`src/rtl/pe_seq_pkg.sv`:
```
// Shared types and defaults for the PE cluster job sequencer.
package pe_seq_pkg;

    // Sequencer states; 3-bit encoding covers all eight.
    typedef enum logic [2:0] {
        S_IDLE    = 3'd0,
        S_LOAD_W  = 3'd1,
        S_LOAD_A  = 3'd2,
        S_COMPUTE = 3'd3,
        S_DRAIN   = 3'd4,
        S_OUT     = 3'd5,
        S_DONE    = 3'd6,
        S_ERR     = 3'd7
    } seq_state_t;

    localparam int DEF_DATA_BITWIDTH = 16;
    localparam int DEF_X_DIM         = 5;
    localparam int DEF_DRAIN_CYCLES  = 1;
    localparam int DEF_TIMEOUT       = 1023;
    localparam int PSUM_BUS_W        = DEF_DATA_BITWIDTH * DEF_X_DIM;

    // States in which the sequencer waits on a cluster handshake.
    function automatic logic is_wait_state(input seq_state_t s);
        return (s == S_LOAD_W) || (s == S_LOAD_A) || (s == S_COMPUTE);
    endfunction

endpackage

```
`src/rtl/pe_seq_watchdog.sv`:
```
// Wait-cycle watchdog: counts cycles while enabled, expires after TIMEOUT cycles.
module pe_seq_watchdog
    import pe_seq_pkg::*;
#(
    parameter int TIMEOUT = DEF_TIMEOUT,
    parameter int TO_W    = 10
) (
    input  logic clk,
    input  logic reset,
    input  logic clear,
    input  logic enable,
    output logic expire
);

    logic [TO_W-1:0] count_reg;

    // Count wait cycles; restart on any state change or outside wait states.
    always_ff @(posedge clk or posedge reset) begin
        if (reset) begin
            count_reg <= '0;
        end else if (clear || !enable) begin
            count_reg <= '0;
        end else begin
            count_reg <= count_reg + 1'b1;
        end
    end

    // The cycle holding count TIMEOUT-1 is the TIMEOUT-th wait cycle.
    assign expire = enable && (count_reg == TO_W'(TIMEOUT - 1));

endmodule

```
`src/rtl/pe_cluster_seq.sv`:
```
// Job sequencer for one PE cluster: weight load, per-pass activation load,
// compute, drain and valid/ready hand-off of the column psums.
module pe_cluster_seq
    import pe_seq_pkg::*;
#(
    parameter int DATA_BITWIDTH = DEF_DATA_BITWIDTH,
    parameter int X_dim         = DEF_X_DIM,
    parameter int PASS_W        = 8,
    parameter int DRAIN_CYCLES  = DEF_DRAIN_CYCLES,
    parameter int TIMEOUT       = DEF_TIMEOUT,
    parameter int TO_W          = 10
) (
    input  logic                           clk,
    input  logic                           reset,
    input  logic                           job_start,
    input  logic [PASS_W-1:0]              num_passes,
    output logic                           busy,
    output logic                           job_done,
    output logic                           error,
    output logic [PASS_W-1:0]              pass_idx,
    output logic                           load_en_wght,
    output logic                           load_en_act,
    output logic                           pe_start,
    input  logic                           load_done,
    input  logic                           compute_done,
    input  logic [DATA_BITWIDTH*X_dim-1:0] pe_out_in,
    output logic [DATA_BITWIDTH*X_dim-1:0] psum_data,
    output logic                           psum_valid,
    input  logic                           psum_ready
);

    localparam int BUS_W = DATA_BITWIDTH * X_dim;
    localparam int DRN_W = (DRAIN_CYCLES < 1) ? 1 : $clog2(DRAIN_CYCLES + 1);

    seq_state_t        state_reg, state_next;
    logic [PASS_W-1:0] num_passes_reg, num_passes_next;
    logic [PASS_W-1:0] pass_idx_reg, pass_idx_next;
    logic [DRN_W-1:0]  drain_cnt_reg, drain_cnt_next;
    logic [BUS_W-1:0]  psum_data_reg, psum_data_next;
    logic              error_reg, error_next;
    logic              busy_reg, job_done_reg, load_en_wght_reg, load_en_act_reg;
    logic              pe_start_reg, psum_valid_reg;
    logic              wd_expire;

    pe_seq_watchdog #(
        .TIMEOUT (TIMEOUT),
        .TO_W    (TO_W)
    ) u_watchdog (
        .clk    (clk),
        .reset  (reset),
        .clear  (state_next != state_reg),
        .enable (is_wait_state(state_reg)),
        .expire (wd_expire)
    );

    // State register.
    always_ff @(posedge clk or posedge reset) begin
        if (reset) begin
            state_reg <= S_IDLE;
        end else begin
            state_reg <= state_next;
        end
    end

    // Next-state, pass/drain counters and psum capture.
    always_comb begin
        state_next      = state_reg;
        num_passes_next = num_passes_reg;
        pass_idx_next   = pass_idx_reg;
        drain_cnt_next  = drain_cnt_reg;
        psum_data_next  = psum_data_reg;
        error_next      = error_reg;
        case (state_reg)
            S_IDLE: begin
                if (job_start) begin
                    error_next      = 1'b0;
                    pass_idx_next   = '0;
                    num_passes_next = num_passes;
                    state_next      = (num_passes != '0) ? S_LOAD_W : S_DONE;
                end
            end
            S_LOAD_W: begin
                if (load_done)      state_next = S_LOAD_A;
                else if (wd_expire) state_next = S_ERR;
            end
            S_LOAD_A: begin
                if (load_done)      state_next = S_COMPUTE;
                else if (wd_expire) state_next = S_ERR;
            end
            S_COMPUTE: begin
                if (compute_done) begin
                    state_next     = S_DRAIN;
                    drain_cnt_next = DRN_W'(DRAIN_CYCLES);
                end else if (wd_expire) begin
                    state_next = S_ERR;
                end
            end
            S_DRAIN: begin
                if (drain_cnt_reg == '0) begin
                    psum_data_next = pe_out_in;
                    state_next     = S_OUT;
                end else begin
                    drain_cnt_next = drain_cnt_reg - 1'b1;
                end
            end
            S_OUT: begin
                if (psum_valid_reg && psum_ready) begin
                    if (pass_idx_reg == num_passes_reg - PASS_W'(1)) begin
                        state_next = S_DONE;
                    end else begin
                        pass_idx_next = pass_idx_reg + 1'b1;
                        state_next    = S_LOAD_A;
                    end
                end
            end
            S_DONE:  state_next = S_IDLE;
            S_ERR:   state_next = S_IDLE;
            default: state_next = S_IDLE;
        endcase
        if (state_next == S_ERR) begin
            error_next = 1'b1;
        end
    end

    // Datapath and output registers; outputs decode the state being entered.
    always_ff @(posedge clk or posedge reset) begin
        if (reset) begin
            num_passes_reg   <= '0;
            pass_idx_reg     <= '0;
            drain_cnt_reg    <= '0;
            psum_data_reg    <= '0;
            error_reg        <= 1'b0;
            busy_reg         <= 1'b0;
            job_done_reg     <= 1'b0;
            load_en_wght_reg <= 1'b0;
            load_en_act_reg  <= 1'b0;
            pe_start_reg     <= 1'b0;
            psum_valid_reg   <= 1'b0;
        end else begin
            num_passes_reg   <= num_passes_next;
            pass_idx_reg     <= pass_idx_next;
            drain_cnt_reg    <= drain_cnt_next;
            psum_data_reg    <= psum_data_next;
            error_reg        <= error_next;
            busy_reg         <= (state_next != S_IDLE) && (state_next != S_ERR);
            job_done_reg     <= (state_next == S_DONE);
            load_en_wght_reg <= (state_next == S_LOAD_W);
            load_en_act_reg  <= (state_next == S_LOAD_A);
            pe_start_reg     <= (state_next == S_COMPUTE) && (state_reg != S_COMPUTE);
            psum_valid_reg   <= (state_next == S_OUT);
        end
    end

    assign busy         = busy_reg;
    assign job_done     = job_done_reg;
    assign error        = error_reg;
    assign pass_idx     = pass_idx_reg;
    assign load_en_wght = load_en_wght_reg;
    assign load_en_act  = load_en_act_reg;
    assign pe_start     = pe_start_reg;
    assign psum_data    = psum_data_reg;
    assign psum_valid   = psum_valid_reg;

endmodule

```
`config.mk`:
```
export PLATFORM = sky130hd
export DESIGN_NAME = pe_cluster_seq
export DESIGN_NICKNAME = d
export VERILOG_FILES = /design/src/rtl/pe_seq_pkg.sv /design/src/rtl/pe_seq_watchdog.sv /design/src/rtl/pe_cluster_seq.sv
export SDC_FILE = /design/constraint.sdc
export NUM_CORES = 1
export LEC_CHECK = 0
export CAP_MARGIN = 40
export CORE_ASPECT_RATIO = 0.5
export CORE_MARGIN = 4
export CORE_UTILIZATION = 44
export CTS_CLUSTER_SIZE = 24
export DETAILED_ROUTE_END_ITERATION = 12
export GPL_ROUTABILITY_DRIVEN = 0
export HOLD_SLACK_MARGIN = 0.08
export PLACE_DENSITY = 0.8
export SYNTH_ARGS = -nofsm -noshare
export SYNTH_HDL_FRONTEND = slang
export SYNTH_SLANG_ARGS = --single-unit
```
`constraint.sdc`:
```
create_clock -name clk -period 4.9 [get_ports clk]
set_clock_uncertainty 0.15 [all_clocks]
set_input_delay 0.49 -clock clk [delete_from_list [all_inputs] [get_ports clk]]
set_output_delay 0.49 -clock clk [all_outputs]
set_load 0.1 [all_outputs]
```
== Word level (Yosys, flattened, before mapping) ==
Cells that the tools add are included.

* Reduce and logical (&&, ||, !) cells: 21
* Bitwise gates (word level): 1
* Add/sub/neg operators: 4
* Multiplexer cells: 21
* Equal/unequal tests: 22

{| class="wikitable"
|+ Operators by type and width
! cell !! number
|-
| $mux W3 || 9
|-
| $mux W8 || 3
|-
| $eq A3 B3 Y1 const B || 7
|-
| $pmux W3 S7 || 1
|-
| $pmux W8 S2 || 1
|-
| $eq A3 B2 Y1 const B || 4
|-
| $add A10 B1 Y10 const B || 1
|-
| $eq A10 B10 Y1 const B || 1
|-
| $mux W10 || 1
|-
| $add A8 B1 Y8 const B || 1
|-
| $eq A8 B8 Y1 || 1
|-
| $ne A2 B2 Y1 const B || 4
|-
| $reduce_and A2 Y1 || 4
|-
| $reduce_bool A2 Y1 || 4
|-
| $reduce_bool A8 Y1 || 1
|-
| $sub A8 B1 Y8 const B || 1
|-
| $eq A3 B1 Y1 const B || 2
|-
| $mux W1 || 5
|-
| $logic_and A1 B1 Y1 || 4
|-
| $reduce_and A4 Y1 || 1
|-
| $logic_not A3 Y1 || 1
|-
| $logic_or A1 B1 Y1 || 3
|-
| $ne A3 B2 Y1 const B || 1
|-
| $ne A3 B3 Y1 || 1
|-
| other kinds (7) || 7
|}

* Input bits: 94
* Bits in registers: 117

== Logic depth before layout (Yosys ltp) ==
Gate-level depths: netlist of the first run.

* Word-level depth: 10
* Depth in mapped cells: 9

== By module ==
From an unflattened synthesis of the first run, not the netlist that was laid out.

* Cell total of the unflattened synthesis: 416
* Area total of the unflattened synthesis: 5170.0 um2

{| class="wikitable"
|+ Modules (own cells, without submodules)
! module !! instances !! area each (um2) !! seq. area each (um2) !! cells an instance
|-
| pe_cluster_seq || 1 || 4667.0 || 2677.6 || 365
|-
| pe_seq_watchdog || 1 || 503.0 || 250.2 || 51
|}

== Worst setup path before layout of the first run ==
Ideal clock, no wire load.

* Path type: reg-to-reg
* From: register pass_idx_reg[6] (netlist: pass_idx[6])
* To: register pass_idx_reg[0] (netlist: pass_idx[0])
* Path buffers: 1
* Required time: 4.628 ns
* Stages on the path, launching flop included: 8
* Arrival: 2.561 ns
* Slack: 2.067 ns
* Cell sequence: dfrtp_1 xnor2_1 or4_4 a2111oi_4 and3_4 buf_6 o21ai_2 a32o_1

* Cells in the longest elaborated chain, start to end: 3

{| class="wikitable"
|+ Ends and longest elaborated chain
! element !! line !! RTL
|-
| from (decl) || pe_cluster_seq.sv:37 || <nowiki>logic [PASS_W-1:0] pass_idx_reg, pass_idx_next;</nowiki>
|-
| from (signal assigned) || pe_cluster_seq.sv:141 || <nowiki>pass_idx_reg <= pass_idx_next;</nowiki>
|-
| $eq A8 B8 Y1 || pe_cluster_seq.sv:108 || <nowiki>if (pass_idx_reg == num_passes_reg - PASS_W'(1)) begin</nowiki>
|-
| $ne A2 B2 Y1 (no source line) || -- ||
|-
| $reduce_and A4 Y1 (no source line) || -- ||
|}

No other way between the ends.
A chain may end at the register's enable or synchronous reset.

== Worst setup path in the final report of the first run ==
* From: register u_watchdog.count_reg[0]
* To: register u_watchdog.count_reg[5]

* Cells in the longest elaborated chain, start to end: 8
* Elaborated cells between the ends (all ways): 11
* Those cells by class: add/sub: 1; eq/ne: 2; mux: 6; reduce/logical: 2

{| class="wikitable"
|+ Ends and longest elaborated chain
! element !! line !! RTL
|-
| from (decl) || pe_seq_watchdog.sv:15 || <nowiki>logic [TO_W-1:0] count_reg;</nowiki>
|-
| from (signal assigned) || pe_seq_watchdog.sv:24 || <nowiki>count_reg <= count_reg + 1'b1;</nowiki>
|-
| $eq A10 B10 Y1 || pe_seq_watchdog.sv:29 || <nowiki>assign expire = enable && (count_reg == TO_W'(TIMEOUT - 1));</nowiki>
|-
| $logic_and A1 B1 Y1 || pe_seq_watchdog.sv:29 ||
|-
| $mux W3 || pe_cluster_seq.sv:84, pe_cluster_seq.sv:88, pe_cluster_seq.sv:94 ||
|-
| $mux W3, on equally long branches || pe_cluster_seq.sv:91, pe_cluster_seq.sv:83, pe_cluster_seq.sv:87 ||
|-
| $pmux W3 S7 || pe_cluster_seq.sv:73 || <nowiki>case (state_reg)</nowiki>
|-
| $ne A3 B3 Y1 || pe_cluster_seq.sv:51 || <nowiki>.clear (state_next != state_reg),</nowiki>
|-
| $logic_or A1 B1 Y1 || pe_seq_watchdog.sv:21 || <nowiki>end else if (clear || !enable) begin</nowiki>
|-
| $mux W10 * || pe_seq_watchdog.sv:21 ||
|}

Mark *: on every way between the ends. The rest lies on a longest branch, timed or not.

==> Implementation_results.wiki, run 1 <==
{| class="wikitable"
! Metric !! Value
|-
| Fmax || 0.3575 GHz
|-
| Unrepaired setup endpoints after global routing || no
|-
| Number of diodes added for antenna fixing || 0
|-
| Final period demand of the worst path || 2.797 ns
|-
| Critical Path End Type || register
|-
| Per-instance average area after synthesis || ~13 µm²
|-
| Worst hold path type || register to register
|-
| Die extent in y || 83.56 µm
|-
| Vias per cell || 5.427
|-
| Horizontal extent of the die || 159.1 µm
|-
| EDFF count, synth || 0
|-
| Area of the mapped netlist || ~5000 µm²
|-
| Proportion of layout cells with a drive suffix above 1 || 32.42%
|-
| CORE AREA || 11080 µm²
|-
| Fraction of the cycle the final worst path needs || between 50 and 60%
|-
| Number of synthesis warnings || 0
|-
| Maximum ir drop on the vdd rail || 0.0004532 V
|-
| Clock transition at the registers of the reported paths || about 0.06 ns
|-
| Slew HR || 58.43%
|-
| Number of buffers on the longest clock path || 2
|-
| Routed length per instance || between 20 and 25 µm
|-
| Initial DRT Pass Iterations || 4
|-
| End point of the critical path || u_watchdog.count_reg[5]
|-
| Flip-flop cell with the highest count after synthesis || dfrtp_1
|-
| Worst R2R Path Depth || 9
|-
| Worst setup startpoint || u_watchdog.count_reg[0]
|-
| Source-to-sink clock delay at the later pin of the worst-skew pair || around 0.43 ns
|-
| Area share of the largest cell type after synthesis || 58.28%
|-
| # setup viols final || 0
|-
| TritonCTS clock tree || built
|-
| Number of distinct standard cells referenced by the synthesized netlist || 59
|-
| Max FFs per register || 80
|-
| Worst endpoint data arrival time || 2.99 ns
|-
| Synthesis-stage register bit count || 117
|-
| Final count of hold timing violations || 0
|-
| Gate count of the mapped netlist || a little under 400
|-
| Post-Syn Nets || 486
|-
| HPWL after detailed placement || around 13000 µm
|-
| Total detailed-routing wirelength || 19730 µm
|-
| Wire length of the first global-routing pass || between 30000 and 40000 µm
|-
| Highest net fanout along the worst path || 7
|-
| Residual overflow from global routing || 0
|-
| Number of rows in the core area || 27
|-
| Nets || between 700 and 800
|-
| Total chip power || 6.050 mW
|-
| Cell types with the largest area share after synthesis || dfrtp_1 58%, mux2_2 18%, nand2_1 2.5%
|-
| Sum Neg Setup Slack || 0 ns
|-
| Number of nets with antenna violations after detailed routing || 0
|-
| Seq/Total Area, Yosys || 58.28%
|-
| CTS resizes || 0
|-
| TritonCTS buffer count || 17
|-
| Number of buffers inserted for hold repair after clock tree synthesis || 0
|-
| Top Ports || 189
|-
| Crit Path Category || register to register
|-
| Htree depth || 4
|-
| Maximum capacitance violations || 0
|-
| Leading post-synthesis cells by instance count || 117 x dfrtp_1, 80 x mux2_2, 33 x nand2_1
|-
| Maximum number of pins on one net before global-route repair || 59
|-
| Total number of clock tree sinks || approximately 120
|-
| Die outline area || 13290 µm²
|-
| R2R Path Start || u_watchdog.count_reg[0]
|-
| Top cell type by total area after synthesis || dfrtp_1
|-
| Cell at the root of the clock tree || clkbuf_16
|-
| R2R Setup Slk || 2.10 ns
|-
| Synth-to-layout area growth || 91.13%
|-
| Starting density of the core || 45.34%
|-
| Vias || ~4.6k
|-
| Result of the run || finished, final reports clean
|-
| Static leakage || roughly 4.3 nW
|-
| CP Launch Type || register
|-
| GRT Total Usage || 30.45%
|-
| Number of antenna violations at the first check in global routing || 0
|-
| Number of design-rule violations left by the first detailed-router iteration || 248
|-
| Worst setup margin || ~2.1 ns
|-
| Asr flop ratio synth || 100.0%
|-
| Worst slack at placement || 1.863 ns
|-
| Data required, critical path || 5.09 ns
|-
| Most common cell in the synthesized netlist || dfrtp_1
|-
| Input/output buffers || 188
|-
| Count of non-filler cells in the finished layout || between 800 and 900
|-
| Number of global-route vias before repair || 5258
|-
| Setup repair bufs after CTS || 0
|-
| Number of cells in the design after placement || 807
|-
| Capture point of the worst reg-to-reg path || u_watchdog.count_reg[5]
|-
| Count of pins over their slew limit || 0
|-
| Pwr Density || 630.1 nW/µm²
|-
| Remaining DRCs || 0
|-
| Tightest Pin Transition || 0.6236 ns
|}
cells by family (layout without fill, tap and decap cells):
kind of cell	count (synthesis)	after routing	synth area share (%)
compound gates	43	43	6.501
xor+xnor	19	19	3.313
fa+ha+maj	4	4	0.9963
buf+inv	20	326	1.644
flops	117	117	58.28
mux	82	82	18.33
simple gates	103	103	10.93
layout by cell type (no fill, tap or decap), drive strengths merged, types with 2 or more instances in the layout:
| cell | netlist | layout |
|---|---|---|
| dfrtp | 117 | 117 |
| clkinvlp | 0 | 4 |
| or4 | 2 | 2 |
| a21boi | 3 | 3 |
| o21ai | 12 | 12 |
| nand3 | 8 | 8 |
| a211oi | 2 | 2 |
| mux2i | 2 | 2 |
| nor2 | 16 | 16 |
| mux2 | 80 | 80 |
| clkbuf | 13 | 18 |
| and4 | 2 | 2 |
| ha | 4 | 4 |
| inv | 6 | 10 |
| nor4 | 4 | 4 |
| nand2 | 33 | 33 |
| o31ai | 2 | 2 |
| and2 | 2 | 2 |
| a21oi | 4 | 4 |
| or2 | 3 | 3 |
| o21a | 4 | 4 |
| xnor2 | 8 | 8 |
| nor3b | 2 | 2 |
| or3 | 3 | 3 |
| clkinv | 0 | 4 |
| a41oi | 2 | 2 |
| a2bb2oi | 2 | 2 |
| clkdlybuf4s50 | 0 | 188 |
| nor3 | 9 | 9 |
| buf | 1 | 101 |
| xor2 | 11 | 11 |
| nand4 | 4 | 4 |
| nand2b | 4 | 4 |
| and3 | 5 | 5 |
stage by stage:
step	hold WS (ns)	util, %	instance area (µm²)
after floorplan	0.3152	-	5024
after global placement	0.3347	63.75	7064
after detailed placement	0.3463	81.50	9031
after CTS	0.3609	86.61	9597
after global routing	0.3790	86.65	9602
final	0.3590	86.65	9602
how the worst min path moves through the flow:
stage / start / end / cells past startpoint
finish: psum_data[51] / psum_data[51] / 1
global route: psum_data[35] / psum_data[35] / 1
global placement: num_passes_reg[7] / num_passes_reg[7] / 2
detailed placement: psum_data[71] / psum_data[71] / 1
CTS: psum_data[51] / psum_data[51] / 1
floorplan: num_passes_reg[7] / num_passes_reg[7] / 2
power breakdown:
group / total [mW] / internal (mW) / switching [mW]
clock: 1.22 / 0.714 / 0.510
combinational: 3.41 / 1.38 / 2.03
sequential: 1.42 / 1.20 / 0.219
metal layers:
layer	global-route usage (%)	vias to the layer above	routed length, µm
met1	30.93	2281	6855
li1	-	1975	-
met5	0	-	0
met4	16.30	0	1059
met3	6.956	79	935
met2	58.38	218	10880
cell type report:
class,instances,area [µm²]
Clock buffer,18,439.2
Clock inverter,13,126.4
Fill cell,442,1479
Inverter,6,25.02
Multi-Input combinational cell,251,2018
Sequential cell,117,2928
Tap cell,145,181.4
Timing Repair Buffer,289,3884
worst max-delay path: stages, from the launching register on:
cell and delay [ns]:
dfrtp_1 0.43, inv_1 0.08, ha_1 0.19, and4_1 0.23, a41oi_1 0.24, nor3_1 0.08, a211oi_2 0.48, o221ai_1 0.37
buf_2 0.28, nor2_1 0.19
(Power assumes the default switching activity.)
==> run 2: changes to the inputs <==
--- a/config.mk
+++ b/config.mk
@@ -8,12 +8,12 @@
 export CAP_MARGIN = 40
 export CORE_ASPECT_RATIO = 0.5
 export CORE_MARGIN = 4
-export CORE_UTILIZATION = 44
+export CORE_UTILIZATION = 40
 export CTS_CLUSTER_SIZE = 24
 export DETAILED_ROUTE_END_ITERATION = 12
 export GPL_ROUTABILITY_DRIVEN = 0
 export HOLD_SLACK_MARGIN = 0.08
-export PLACE_DENSITY = 0.8
+export PLACE_DENSITY = 0.77
 export SYNTH_ARGS = -nofsm -noshare
 export SYNTH_HDL_FRONTEND = slang
 export SYNTH_SLANG_ARGS = --single-unit
==> constraint.sdc (replaced) <==
create_clock -name clk -period 2.4 [get_ports clk]
set_clock_uncertainty 0.15 [all_clocks]
set_input_delay 0.24 -clock clk [delete_from_list [all_inputs] [get_ports clk]]
set_output_delay 0.24 -clock clk [all_outputs]
set_load 0.1 [all_outputs]
==> run 2 against run 1 <==
  * The flow now finishes with violations (negative setup slack)
  * Flip-flop and latch count unchanged
  * Hold slack got worse by 0.091 ns
  * Cell count decreased by 6.3%
  * Count of clock-buffer cells in the layout rose by 1
  * Total power grew 82%
  * Critical path depth fell by 3
  * Via count shrank 13%
  * Maximum frequency up 15%
  * Sequential share of layout area up 6.9 points
  * Critical path type unchanged
  * Critical endpoint is now pass_idx[0]
==> Implementation_results.wiki, run 2 (synthesized netlist as in run 1, its figures left out) <==
{| class="wikitable"
! Metric !! Value
|-
| CP Buf/Inv Count || 0 (-2)
|-
| CP Launch Type || register
|-
| Total number of clock tree sinks || 117 (unchanged)
|-
| Result of the run || complete, but fails checks
|-
| Hold Path Cell Cnt || 3 (+2)
|-
| Maximum number of pins on one net before global-route repair || 56 (-5.1%)
|-
| Worst R2R Path Depth || 6 (-3)
|-
| Proportion of layout cells with a drive suffix above 1 || 43.00% (+11 points)
|-
| Clock transition at the registers of the reported paths || 0.06 ns (about the same)
|-
| Highest net fanout along the worst path || 7 (unchanged)
|-
| Pwr Density || 1398 nW/µm² (+120%)
|-
| Number of buffers on the longest clock path || 2 (unchanged)
|-
| Worst endpoint data arrival time || 2.63 ns (-0.36 ns)
|-
| Fmax || 0.4096 GHz (+15%)
|-
| Initial DRT Pass Iterations || 4 (unchanged)
|-
| Vias || 3943 (-13%)
|-
| Static leakage || 3.779 nW (-12%)
|-
| GRT Total Usage || 18.19% (-12 points)
|-
| Remaining DRCs || 0 (unchanged)
|-
| Multi-input combinational cell area || 2121 µm² (+5.1%)
|-
| Worst hold path type || input pin to register
|-
| Sum Neg Setup Slack || -0.1371 ns (-0.1371 ns)
|-
| CORE AREA || 12050 µm² (+8.8%)
|-
| Final period demand of the worst path || 2.442 ns (-0.3557 ns)
|-
| R2R Setup Slk || -0.04 ns (-2.14 ns)
|-
| Slew HR || 67.35% (+8.9 points)
|-
| Maximum ir drop on the vdd rail || 0.0006963 V (+54%)
|-
| Final count of hold timing violations || 0 (unchanged)
|-
| Count of pins over their slew limit || 0 (unchanged)
|-
| TritonCTS buffer count || 17 (unchanged)
|-
| Highest-delay cell along the critical path || or4_4
|-
| Starting density of the core || 41.68% (-3.7 points)
|-
| Crit Path Category || register to register
|-
| Number of design-rule violations left by the first detailed-router iteration || 172 (-31%)
|-
| Maximum capacitance violations || 0 (unchanged)
|-
| Vias per cell || 5.017 (-7.6%)
|-
| Worst setup margin || -0.04151 ns (-2.144 ns)
|-
| Fraction of the cycle the final worst path needs || 101.7% (+45 points)
|-
| Cell chain of the critical path || or2_4, or4_4, a2111oi_4, and3_4, nand2b_4, a32o_1
|-
| Tightest Pin Transition || 0.4887 ns (-0.1349 ns)
|-
| Violations in the final reports || negative setup slack
|-
| Max FFs per register || 80 (unchanged)
|-
| Cell area after layout || 7863 µm² (-18%)
|-
| Crit-path leading delay family || simple AND/OR/NAND/NOR gates
|-
| Total chip power || 10.99 mW (+82%)
|-
| HPWL after detailed placement || 9373 µm (-27%)
|-
| Number of fillers in the final layout || 912 (+110%)
|-
| Htree depth || 4 (unchanged)
|-
| Crit path largest cell delay || 0.52 ns (+0.04 ns)
|-
| R2R Path Start || num_passes_reg[4]
|-
| Number of global-route vias before repair || 4170 (-21%)
|-
| Critical Path End Type || register
|-
| Data required, critical path || 2.59 ns (-2.50 ns)
|-
| Synth-to-layout area growth || 56.51%
|-
| Number of rows in the core area || 28 (+3.7%)
|-
| Start point of the worst hold path || num_passes[6]
|-
| Unrepaired setup endpoints after global routing || yes
|-
| Horizontal extent of the die || 166.5 µm (+4.6%)
|-
| Capture point of the worst reg-to-reg path || pass_idx[0]
|-
| Die extent in y || 87.25 µm (+4.4%)
|-
| Top Ports || 189 (unchanged)
|-
| # setup viols final || 7 (+7)
|-
| Source-to-sink clock delay at the later pin of the worst-skew pair || 0.40 ns (-0.03 ns)
|-
| Input/output buffers || 188 (unchanged)
|-
| Residual overflow from global routing || 0 (unchanged)
|-
| End-of-flow core utilization || 65.24% (-21 points)
|-
| Number of antenna violations at the first check in global routing || 0 (unchanged)
|-
| Tightest hold margin || 0.2678 ns (-0.09120 ns)
|-
| Placed Area || 7034 µm² (-22%)
|-
| Total detailed-routing wirelength || 13370 µm (-32%)
|-
| Leading cell type in the layout, fill and taps excluded || buf_4
|-
| Number of nets with antenna violations after detailed routing || 0 (unchanged)
|-
| Worst setup startpoint || num_passes_reg[4]
|-
| Reg area || 2937 µm² (+0.30%)
|-
| Cell at the root of the clock tree || clkbuf_16
|-
| Sink of the worst hold path || num_passes_reg[6]
|-
| Routed length per instance || 17.01 µm (-28%)
|-
| Die outline area || 14530 µm² (+9.3%)
|-
| Nets || 706 (-9.5%)
|-
| Highest-count cells in the layout ignoring fill and taps || 116 x buf_4, 110 x dfrtp_1, 93 x clkdlybuf4s50_1
|-
| Number of diodes added for antenna fixing || 0 (unchanged)
|-
| Wire length of the first global-routing pass || 21020 µm (-32%)
|-
| TritonCTS clock tree || built
|}
==> run 2: cell count changes in the layout (fill, tap and decap cells not counted), moves of 4 or more <==
cell,previous run,this run
buf_8,54,0
buf_4,4,116
buf_16,42,0
dfrtp_2,0,7
buf_12,0,4
dfrtp_1,117,110
inv_6,4,0
clkdlybuf4s50_1,188,93
bufinv_16,1,6
==> run 2: worst max path at each step <==
stage,slack (ns),endpoint,cells after the start
2_1_floorplan,-0.03,pass_idx[0],7
3_3_place_gp,0.06,pass_idx[0],8
3_5_place_dp,-0.004,pass_idx[0],8
4_1_cts,-0.01,pass_idx[0],8
5_1_grt,-0.17,error,7
6_report,-0.04,pass_idx[0],6
==> run 2: tightest hold or removal path: stages <==
cell and delay (ns):
clkdlybuf4s50_1 0.43, nand2_1 0.07, nand2_1 0.04
==> run 2: routing by layer <==
layer	GRT usage, %	vias up	wire, µm
li1	-	1848	-
met3	4.397	26	620
met1	21.04	1947	5214
met5	0	-	0
met4	9.280	0	319
met2	32.19	122	7216
==> run 2: report_power, final <==
group,internal (mW),switching [mW]
Clock,2.00,0.898
Combinational,1.52,3.80
Sequential,2.45,0.331
==> run 2: timing repair <==
action                                 4_1_cts  5_1_grt
setup buffers                                0        6
endpoints found under the hold margin       17        0
pin swaps                                    1       14
gates cloned                                 1        0
setup endpoints to repair                    2       15
hold buffers                                 1        0
gates resized for setup                      1       15
==> run 2: final cells by class <==
class | instances | area share, %
clock buffer | 19 | 5.761
clock inverter | 13 | 2.896
tap | 165 | 2.626
sequential | 117 | 37.35
inverter | 6 | 0.3342
multi-input combinational | 252 | 26.97
timing repair buffer | 214 | 24.06
==> run 2: per-stage QoR <==
step | cells | setup slack [ns]
after global routing | 786 | -0.1709
after CTS | 780 | -0.01071
after floorplan | 388 | -0.03324
after global placement | 746 | 0.05623
final | 786 | -0.04151
after detailed placement | 746 | -0.003567
==> run 3: changes to the inputs <==
--- a/config.mk
+++ b/config.mk
@@ -14,6 +14,7 @@
 export GPL_ROUTABILITY_DRIVEN = 0
 export HOLD_SLACK_MARGIN = 0.08
 export PLACE_DENSITY = 0.77
+export SETUP_SLACK_MARGIN = 0.2
 export SYNTH_ARGS = -nofsm -noshare
 export SYNTH_HDL_FRONTEND = slang
 export SYNTH_SLANG_ARGS = --single-unit
==> run 3 against run 2 <==
  * The flow now finishes without violations
  * First-iteration DRC count down 12%
  * Hold slack got worse by 0.16 ns
  * Sequential power hardly changed
  * Count of clock-buffer cells in the layout is the same
  * Critical path depth grew 1
  * Maximum frequency grew 2.3%
  * Global-route usage rose by 0.37 points
  * Critical path type unchanged
  * Critical endpoint is now pass_idx[7]
  * Highest routed layer unchanged
==> Implementation_results.wiki, run 3 (synthesized netlist as in run 1, its figures left out) <==
{| class="wikitable"
! Metric !! Value
|-
| Number of rows in the core area || 28 (unchanged)
|-
| Count of pins over their slew limit || 0 (unchanged)
|-
| Vias || 3949 (+0.15%)
|-
| Remaining DRCs || 0 (unchanged)
|-
| Number of buffers on the longest clock path || 2 (unchanged)
|-
| Htree depth || 4 (unchanged)
|-
| Final period demand of the worst path || 2.387 ns (-0.05408 ns)
|-
| Number of design-rule violations left by the first detailed-router iteration || 151 (-12%)
|-
| Static leakage || 3.820 nW (+1.1%)
|-
| Number of antenna violations at the first check in global routing || 0 (unchanged)
|-
| Proportion of layout cells with a drive suffix above 1 || 45.22% (+2.2 points)
|-
| End-of-flow core utilization || 65.91% (+0.66 points)
|-
| Number of global-route vias before repair || 4163 (-0.17%)
|-
| Met3 wire len || 556 µm (-10%)
|-
| HPWL after detailed placement || 9660 µm (+3.1%)
|-
| Top Ports || 189 (unchanged)
|-
| Source-to-sink clock delay at the later pin of the worst-skew pair || 0.41 ns (about the same)
|-
| Highest-count cells in the layout ignoring fill and taps || 122 x buf_4, 107 x dfrtp_1, 93 x clkdlybuf4s50_1
|-
| Highest net fanout along the worst path || 6 (-1)
|-
| Number of nets with antenna violations after detailed routing || 0 (unchanged)
|-
| Maximum ir drop on the vdd rail || 0.0006248 V (-10%)
|-
| Maximum capacitance violations || 0 (unchanged)
|-
| Worst hold path type || input pin to async pin
|-
| Result of the run || finished, final reports clean
|-
| Die outline area || 14530 µm² (unchanged)
|-
| Number of diodes added for antenna fixing || 0 (unchanged)
|-
| Residual overflow from global routing || 0 (unchanged)
|-
| Initial DRT Pass Iterations || 4 (unchanged)
|-
| Vias per cell || 4.980 (-0.73%)
|-
| Nets || 713 (+0.99%)
|-
| Final count of hold timing violations || 0 (unchanged)
|-
| Fraction of the cycle the final worst path needs || 99.48% (-2.3 points)
|-
| Total number of clock tree sinks || 117 (unchanged)
|-
| Slew HR || 59.45% (-7.9 points)
|-
| Unrepaired setup endpoints after global routing || yes
|-
| Fmax || 0.4189 GHz (+2.3%)
|-
| Synth-to-layout area growth || 58.11%
|-
| Count of non-filler cells in the finished layout || 793 (+0.89%)
|-
| Data required, critical path || 2.54 ns (-0.05 ns)
|-
| Placed Area || 7086 µm² (+0.73%)
|-
| GRT Total Usage || 18.56% (+0.37 points)
|-
| Worst endpoint data arrival time || 2.53 ns (-0.10 ns)
|-
| Number of buffers inserted for hold repair after clock tree synthesis || 0 (-1)
|-
| Input/output buffers || 188 (unchanged)
|-
| Multi-input combinational cell area || 2131 µm² (+0.47%)
|-
| Clock transition at the registers of the reported paths || 0.05 ns (about the same)
|-
| TritonCTS clock tree || built
|-
| Routed metal-1 wirelength || 5235 µm (+0.40%)
|-
| Total detailed-routing wirelength || 13630 µm (+2.0%)
|-
| CORE AREA || 12050 µm² (unchanged)
|-
| CP Launch Type || register
|-
| Number of fillers in the final layout || 923 (+1.2%)
|-
| Leading cell type in the layout, fill and taps excluded || buf_4
|-
| Horizontal extent of the die || 166.5 µm (unchanged)
|-
| Cell area after layout || 7943 µm² (+1.0%)
|-
| TritonCTS buffer count || 17 (unchanged)
|-
| # setup viols final || 0 (-7)
|-
| Top metal layer carrying routed signals || met4
|-
| Reg area || 2940 µm² (+0.13%)
|-
| Pwr Density || 1384 nW/µm² (-1.1%)
|-
| Maximum number of pins on one net before global-route repair || 37 (-34%)
|-
| Crit Path Category || register to register
|-
| Starting density of the core || 41.68% (unchanged)
|-
| Cell at the root of the clock tree || clkbuf_16
|-
| Tightest Pin Transition || 0.6069 ns (+0.1182 ns)
|-
| Routed length per instance || 17.19 µm (+1.1%)
|-
| Wire length of the first global-routing pass || 21270 µm (+1.2%)
|-
| Max FFs per register || 80 (unchanged)
|-
| Critical Path End Type || register
|-
| Number of cells in the design after placement || 749 (+0.40%)
|-
| Die extent in y || 87.25 µm (unchanged)
|-
| Met2 WL || 7591 µm (+5.2%)
|}
run 3: cell types whose count changed in the layout (fill, tap and decap cells not counted), sizes merged:
cell | before | now
clkinv | 5 | 6
buf | 120 | 128
dlygate4sd3 | 1 | 0
clkinvlp | 3 | 2
run 3: worst max-delay path, cell delays in order, from the launching register on:
cell       delay [ns]
dfrtp_1          0.40
or2_4            0.27
or4_4            0.53
a2111oi_4        0.35
buf_4            0.17
and3_4           0.22
or3_4            0.13
a21oi_2          0.04
run 3: power breakdown:
part / switching [mW] / internal (mW)
sequential: 0.321 / 2.45
combinational: 3.79 / 1.55
clock: 0.907 / 1.97
run 3: worst paths after layout:
path | startpoint | endpoint | slack [ns] | cells after the start
min reg2reg | psum_data[11] | psum_data[11] | 0.36 | 1
max | num_passes_reg[4] | pass_idx[7] | 0.01 | 7
max reg2reg | num_passes_reg[4] | pass_idx[7] | 0.01 | 7
min in group clk | num_passes[3] | num_passes_reg[3] | 0.25 | 3
max in group asynchronous | reset | pass_idx[6] | 1.41 | 3
min | reset | u_watchdog.count_reg[6] | 0.11 | 2
run 3: what timing repair did:
action / 4_1_cts / 5_1_grt
gates resized for setup: 9 / 13
cloned: 1 / 0
pin swaps: 17 / 12
setup endpoints to repair: 16 / 24
setup buffers: 5 / 6
run 3: metrics by stage:
step / hold WS, ns / TNS (ns) / worst slack, ns / power, mW
global placement: 0.3379 / 0 / 0.04277 / 7.777
detailed placement: 0.3460 / -0.02848 / -0.02155 / 7.853
CTS: 0.1097 / -0.001124 / -0.001124 / 10.95
global route: 0.1749 / -0.2792 / -0.04968 / 11.43
floorplan: 0.1954 / -0.05429 / -0.03197 / 6.567
finish: 0.1095 / 0 / 0.01257 / 10.99
run 3: metal layers:
metal  vias up  track usage (%)
li1       1852                -
met1      1996            20.87
met2        80            34.62
met3        21            4.624
met4         0            7.201
met5         -                0
run 3: layout make-up:
type / instances / share of cell area (%)
clock buffers: 19 / 5.577
clock inverters: 13 / 2.883
inverters: 6 / 0.3308
multi-input cells: 252 / 26.83
flip-flops and latches: 117 / 37.02
well taps: 165 / 2.599
repair buffers: 221 / 24.76
